<file path="config.mk">
export PLATFORM = sky130hd
export DESIGN_NAME = cfi_shadow_stack
export DESIGN_NICKNAME = d
export VERILOG_FILES = /design/src/rtl/cfi_shadow_stack.sv
export SDC_FILE = /design/constraint.sdc
export NUM_CORES = 2
export LEC_CHECK = 0
export CAP_MARGIN = 25
export CORE_ASPECT_RATIO = 0.8
export CORE_UTILIZATION = 40
export DETAILED_ROUTE_END_ITERATION = 8
export GPL_TIMING_DRIVEN = 0
export PLACE_DENSITY = 0.68
export SETUP_SLACK_MARGIN = 0.1
export SYNTH_ARGS = -nofsm -noshare
export SYNTH_HDL_FRONTEND = slang
export SYNTH_SLANG_ARGS = --single-unit
</file>
<file path="constraint.sdc">
create_clock -name clk_i -period 7.8 [get_ports clk_i]
set_input_delay 1.56 -clock clk_i [delete_from_list [all_inputs] [get_ports clk_i]]
set_output_delay 1.56 -clock clk_i [all_outputs]
set_load 0.01 [all_outputs]
</file>
<file path="src/rtl/cfi_shadow_stack.sv">
// cfi_shadow_stack: control-flow-integrity monitor on the commit interface.
// Keeps a circular shadow return-address stack, checks every return target
// against it and latches the first violation until clear or reset.
// Optional build macro: CFI_LANDING_PAD_EN -- when defined, indirect jumps
// must be followed by a landing pad (ADD x0, x1 with result[1:0] == 2'b11).

package cfi_shadow_stack_pkg;
  localparam int unsigned NR_COMMIT_PORTS = 2;
  localparam int unsigned VLEN            = 64;

  typedef enum logic [3:0] {
    NONE, LOAD, STORE, ALU, CTRL_FLOW, MULT, CSR
  } fu_t;

  typedef enum logic [3:0] {
    ADD, SUB, XORL, ORL, ANDL, SLTS, JALR, JAL, EQ, NE
  } fu_op;

  typedef struct packed {
    fu_op            op;
    fu_t             fu;
    logic [4:0]      rs1;
    logic [4:0]      rd;
    logic [VLEN-1:0] pc;
    logic            is_compressed;
    logic [VLEN-1:0] result;
  } scoreboard_entry_t;
endpackage

module cfi_shadow_stack
  import cfi_shadow_stack_pkg::*;
#(
  parameter int unsigned NR_PORTS = NR_COMMIT_PORTS,
  parameter int unsigned SS_DEPTH = 8,
  parameter int unsigned PC_W     = VLEN
) (
  input  logic                              clk_i,
  input  logic                              rst_ni,
  input  scoreboard_entry_t [NR_PORTS-1:0]  commit_instr_i,
  input  logic [NR_PORTS-1:0]               commit_ack_i,
  input  logic                              clear_i,
  output logic                              flow_integrity_violated_o,
  output logic [1:0]                        violation_cause_o,
  output logic [PC_W-1:0]                   violation_pc_o,
  output logic [$clog2(SS_DEPTH):0]         ss_count_o,
  output logic                              ss_overflow_o,
  output logic [1:0]                        state_o
);

  localparam int unsigned PTR_W = $clog2(SS_DEPTH);
  localparam int unsigned CNT_W = PTR_W + 1;

  localparam logic [1:0] CAUSE_NONE         = 2'b00;
  localparam logic [1:0] CAUSE_RET_MISMATCH = 2'b01;
  localparam logic [1:0] CAUSE_UNDERFLOW    = 2'b10;
`ifdef CFI_LANDING_PAD_EN
  localparam logic [1:0] CAUSE_NO_PAD       = 2'b11;
`endif

  typedef enum logic [1:0] {
    S_CHECK      = 2'd0,
    S_EXPECT_RET = 2'd1,
    S_EXPECT_PAD = 2'd2,
    S_VIOLATED   = 2'd3
  } state_e;

  state_e             state_q, state_d;
  logic [PTR_W-1:0]   ptr_q, ptr_d;
  logic [CNT_W-1:0]   count_q, count_d;
  logic [PC_W-1:0]    exp_pc_q, exp_pc_d;
  logic [1:0]         cause_q, cause_d;
  logic [PC_W-1:0]    vpc_q, vpc_d;
  logic               overflow_q, overflow_d;
  logic               violated_q, violated_d;
  logic [PC_W-1:0]    stack_q [SS_DEPTH];
  logic [PC_W-1:0]    stack_d [SS_DEPTH];

  logic               classify;
  logic [PC_W-1:0]    cur_pc;
  logic [PC_W-1:0]    link_addr;

  // Fields such as the upper result bits are not needed by the monitor.
  logic unused_instr;
  assign unused_instr = ^commit_instr_i;

  function automatic logic is_call(scoreboard_entry_t e);
    return (e.fu == CTRL_FLOW) && ((e.op == JAL) || (e.op == JALR)) && (e.rd == 5'd1);
  endfunction

  function automatic logic is_return(scoreboard_entry_t e);
    return (e.fu == CTRL_FLOW) && (e.op == JALR) && (e.rd == 5'd0) && (e.rs1 == 5'd1);
  endfunction

`ifdef CFI_LANDING_PAD_EN
  function automatic logic is_indirect_jump(scoreboard_entry_t e);
    return (e.fu == CTRL_FLOW) && (e.op == JALR) && (e.rd == 5'd0) && (e.rs1 != 5'd1);
  endfunction

  function automatic logic is_landing_pad(scoreboard_entry_t e);
    return (e.fu == ALU) && (e.op == ADD) && (e.rd == 5'd0) && (e.rs1 == 5'd1) &&
           (e.result[1:0] == 2'b11);
  endfunction
`endif

  // Next-state: walk acked ports in ascending order, each seeing the
  // state left behind by the lower-indexed port.
  always_comb begin
    state_d    = state_q;
    ptr_d      = ptr_q;
    count_d    = count_q;
    exp_pc_d   = exp_pc_q;
    cause_d    = cause_q;
    vpc_d      = vpc_q;
    overflow_d = overflow_q;
    stack_d    = stack_q;
    classify   = 1'b0;
    cur_pc     = '0;
    link_addr  = '0;

    if (clear_i) begin
      state_d    = S_CHECK;
      ptr_d      = '0;
      count_d    = '0;
      exp_pc_d   = '0;
      cause_d    = CAUSE_NONE;
      vpc_d      = '0;
      overflow_d = 1'b0;
    end else begin
      for (int p = 0; p < NR_PORTS; p++) begin
        if (commit_ack_i[p] && (state_d != S_VIOLATED)) begin
          cur_pc   = commit_instr_i[p].pc[PC_W-1:0];
          classify = 1'b1;
          if (state_d == S_EXPECT_RET) begin
            // Target check first; a matching instr is then classified itself.
            if (cur_pc == exp_pc_d) begin
              state_d = S_CHECK;
            end else begin
              state_d  = S_VIOLATED;
              cause_d  = CAUSE_RET_MISMATCH;
              vpc_d    = cur_pc;
              classify = 1'b0;
            end
          end
`ifdef CFI_LANDING_PAD_EN
          else if (state_d == S_EXPECT_PAD) begin
            classify = 1'b0;
            if (is_landing_pad(commit_instr_i[p])) begin
              state_d = S_CHECK;
            end else begin
              state_d = S_VIOLATED;
              cause_d = CAUSE_NO_PAD;
              vpc_d   = cur_pc;
            end
          end
`endif
          if (classify) begin
            if (is_call(commit_instr_i[p])) begin
              // When full, ptr already points at the oldest entry, so the
              // write overwrites it and the count saturates.
              link_addr = cur_pc + (commit_instr_i[p].is_compressed ? PC_W'(2) : PC_W'(4));
              stack_d[ptr_d] = link_addr;
              ptr_d = ptr_d + 1'b1;
              if (count_d == CNT_W'(SS_DEPTH)) begin
                overflow_d = 1'b1;
              end else begin
                count_d = count_d + 1'b1;
              end
            end else if (is_return(commit_instr_i[p])) begin
              if (count_d == '0) begin
                state_d = S_VIOLATED;
                cause_d = CAUSE_UNDERFLOW;
                vpc_d   = cur_pc;
              end else begin
                ptr_d    = ptr_d - 1'b1;
                exp_pc_d = stack_d[ptr_d];
                count_d  = count_d - 1'b1;
                state_d  = S_EXPECT_RET;
              end
            end
`ifdef CFI_LANDING_PAD_EN
            else if (is_indirect_jump(commit_instr_i[p])) begin
              state_d = S_EXPECT_PAD;
            end
`endif
          end
        end
      end
    end

    violated_d = (state_d == S_VIOLATED);
  end

  // Control and status registers, cleared by the asynchronous reset.
  always_ff @(posedge clk_i or negedge rst_ni) begin
    if (!rst_ni) begin
      state_q    <= S_CHECK;
      ptr_q      <= '0;
      count_q    <= '0;
      exp_pc_q   <= '0;
      cause_q    <= CAUSE_NONE;
      vpc_q      <= '0;
      overflow_q <= 1'b0;
      violated_q <= 1'b0;
    end else begin
      state_q    <= state_d;
      ptr_q      <= ptr_d;
      count_q    <= count_d;
      exp_pc_q   <= exp_pc_d;
      cause_q    <= cause_d;
      vpc_q      <= vpc_d;
      overflow_q <= overflow_d;
      violated_q <= violated_d;
    end
  end

  // Stack storage needs no reset: entries are only read below a valid count.
  always_ff @(posedge clk_i) begin
    stack_q <= stack_d;
  end

  assign flow_integrity_violated_o = violated_q;
  assign violation_cause_o         = cause_q;
  assign violation_pc_o            = vpc_q;
  assign ss_count_o                = count_q;
  assign ss_overflow_o             = overflow_q;
  assign state_o                   = state_q;

endmodule

</file>
==> metrics.txt <==
vias in the first global route=around 46000; Max Clock Freq=124 MHz; Setup CP Type=flip-flop to flip-flop; Initial Utilization=0.403; layout cells sized above 1=0.171; overall power=11.6 mW; Reg2Reg Launch Point=ptr_q[0]; RSZ-0062 raised after global routing=false; Finish-stage setup viols=400; pre-CTS WS=-4410 ps; Yosys cell types=90; CTS Buf Count=81; Power Internal=around 7.3 mW; clock skew=between 30 and 40 ps; Final Slew Violations=0; combinational power share=0.303; worst endpoint data arrival time=8600 ps; Slowest-stage cell, CP=dfrtp_1; synthesis-stage register bit count=around 650; Setup crit start kind=flip-flop; Die Ht=309 µm; H-tree levels=3; total of max-cap violations=0; initial antenna violation count=28; Seq pwr share=0.347; Psw=roughly 4.4 mW; class of the worst hold path=flip-flop to flip-flop; post-DR wirelength/cell=around 48 µm; Worst path max stage delay=approximately 480 ps; failing checks=negative setup slack; cell mode on critical path=buf_12; die area=0.119 mm²; Clock Sinks=about 650; r2r endpoint=stack_q[83]; Leak=just over 20 nW; routed wire length=329 mm; Synth Instances=about 4700; Post-synth EDFFs=512; CTS Root Cell=clkbuf_16; gr usage total=0.537; clock share of power=0.350; Peak VDD IR=between 0.15 and 0.2 mV; First DRT Iteration DRCs=11000; Worst Hold Path Cells=2; Synthesis Warnings=0; Horiz. Die Dim=just under 400 µm; syn nets=approximately 5000; largest net degree at the start of global routing=145; Overflow after GRT=0; CP delay by family, top=buffers and inverters; DRC viols=0; worst hold endpoint=ss_overflow_o; switching part of the total=0.376; min cycle time layout=8040 ps; ys async rst share=0.216; First-pass DRT Iterations=7; status=finished, violations left; HPWL after DPL=around 250 mm; sequential share of the synthesized area=0.401; R2R depth=26; CTS tree=yes; period utilization=1.03; post-route ant nets=0; R2R Setup Slk=-240 ps; Pwr per Cell Area=~200 mW/mm²; post-synthesis average cell area=approximately 10 µm²; clock-pin transition on the worst setup and hold timing paths=roughly 60 ps; crit path from=ptr_q[0]; number of port buffers=about 200; Ports=~370; largest fanout on the critical path=11; # rows=around 110; routed via count=slightly above 50000; Most used DFF post-synth=edfxtp_1; nets@finish=around 5500; mapped cell area=around 0.047 mm²; final worst-path setup slack=-243 ps; Via density=about 7.4; relative slew slack=0.0892; Critical Path RT=8360 ps; Worst-Margin Slew=1370 ps; gpl congestion=roughly 1.1; Final Hold Fails=0; Core Region=between 0.1 and 0.15 mm²; Clock Path Buffers=3; Critical Path Sink Type=flip-flop; Hold Crit Start=ss_overflow_o; global-route wire length before repair=between 400 and 500 mm; area grow syn2layout=23.1%; Buf+Inv Stages, Crit Path=14; worst skew pair latency=approximately 750 ps; Core Util, Final=0.497
worst max-delay path by stage:
| stage | to | slack [ps] | depth (start not counted) |
|---|---|---|---|
| after floorplan | exp_pc_q[61] | 750 | 27 |
| after global placement | exp_pc_q[53] | -7670 | 27 |
| after detailed placement | exp_pc_q[61] | -4410 | 31 |
| after CTS | exp_pc_q[57] | 100 | 29 |
| after global routing | exp_pc_q[15] | 70 | 26 |
| final | stack_q[83] | -240 | 26 |
state kept, by name, indices dropped and copies added, names as in the netlist:
| register | flops |
|---|---|
| stack_q | 512 |
| exp_pc_q | 64 |
| violation_pc_o | 64 |
| ss_count_o | 4 |
| ptr_q | 3 |
| state_o | 2 |
| violation_cause_o | 2 |
| flow_integrity_violated_o | 1 |
| ss_overflow_o | 1 |
synth_stat cells (28+ instances only):
master / number / area [µm²]
mux2i_1: 593 / 5940
edfxtp_1: 512 / 15400
nand2_1: 377 / 1420
nor2_1: 374 / 1400
o22ai_1: 338 / 2110
a21oi_1: 311 / 1560
clkbuf_1: 285 / 1070
o21ai_0: 268 / 1340
xnor2_1: 177 / 1550
mux4_2: 156 / 3510
dfrtp_1: 141 / 3530
nand3_1: 113 / 566
nor3_1: 85 / 425
xor2_1: 79 / 692
inv_1: 77 / 289
buf_2: 75 / 375
a311oi_1: 70 / 613
nand4_1: 55 / 344
nand2b_1: 50 / 313
buf_1: 39 / 146
mux2_2: 37 / 417
or2_2: 37 / 231
buf_4: 35 / 263
a211oi_1: 34 / 255
or3_1: 32 / 200
and3_1: 28 / 175
nor4_1: 28 / 175
final cells by class:
class	count	area, µm²
clock inverter	42	495
buffer	450	2640
inverter	80	308
antenna	22	55.1
fill	10900	58700
clock buffer	105	2160
multi-input combinational	3533	26900
tap	1539	1930
sequential	653	18900
timing repair buffer	403	4570
logic make-up (layout without fill, tap and decap cells):
group | Yosys count | after routing | synth area share
flip-flops | 653 | 653 | 0.401
buffers and inverters | 532 | 1080 | 0.0500
multiplexers | 799 | 799 | 0.213
AO/OA/AOI/OAI | 1223 | 1223 | 0.162
AND/OR/NAND/NOR | 1240 | 1240 | 0.122
XOR/XNOR | 257 | 257 | 0.0480
adder cells (fa/ha/maj) | 14 | 14 | 0.00404
other | 0 | 22 | 0
per-stage QoR:
stage | hold slack (ps) | cell area [µm²] | TNS (ps) | std cells
2_1_floorplan | 563 | 47100 | 0 | 4718
3_3_place_gp | 542 | 51000 | -3530800 | 6455
3_5_place_dp | 581 | 53500 | -2136230 | 6621
4_1_cts | 592 | 57400 | 0 | 6780
5_1_grt | 616 | 58000 | 0 | 6814
6_report | 584 | 58000 | -35040 | 6827
power groups by stage:
stage	Sequential, mW	Combinational [mW]	Clock, mW
3_5_place_dp	4.09	2.95	0
6_report	4.03	3.52	4.07
4_1_cts	4.02	3.12	4.00
5_1_grt	4.04	3.39	4.11
2_1_floorplan	4.07	1.27	0
3_3_place_gp	4.12	2.76	0
repair_timing:
action | in CTS | in global routing
gates cloned | 0 | 0
pin swaps | 20 | 9
resized for setup | 320 | 88
setup buffers | 14 | 3
hold buffers | 0 | 0
setup endpoints to repair | 653 | 628
layer usage:
metal / track usage / wire length [µm]
met3: 0.323 / 58900
met2: 0.688 / 124000
met1: 0.670 / 121000
met5: 0.0278 / 755
met4: 0.330 / 24600
layout by cell type (no fill, tap or decap), drive strengths merged, types with 141 or more instances in the layout:
cell	count
mux2i	593
a21oi	312
dfrtp	141
o22ai	338
o21ai	271
nor2	375
clkbuf	390
edfxtp	512
clkdlybuf4s50	152
buf	373
mux4	156
nand2	377
xnor2	177
worst reg2reg max path: cells and delay by family, from the launching register on:
kind            cells  cell delay, ps
compound gates      6            1800
fa+ha+maj           1             300
buf+inv            14            3790
flops               1             480
mux                 2             620
simple gates        3             910
(Power assumes the default switching activity.)
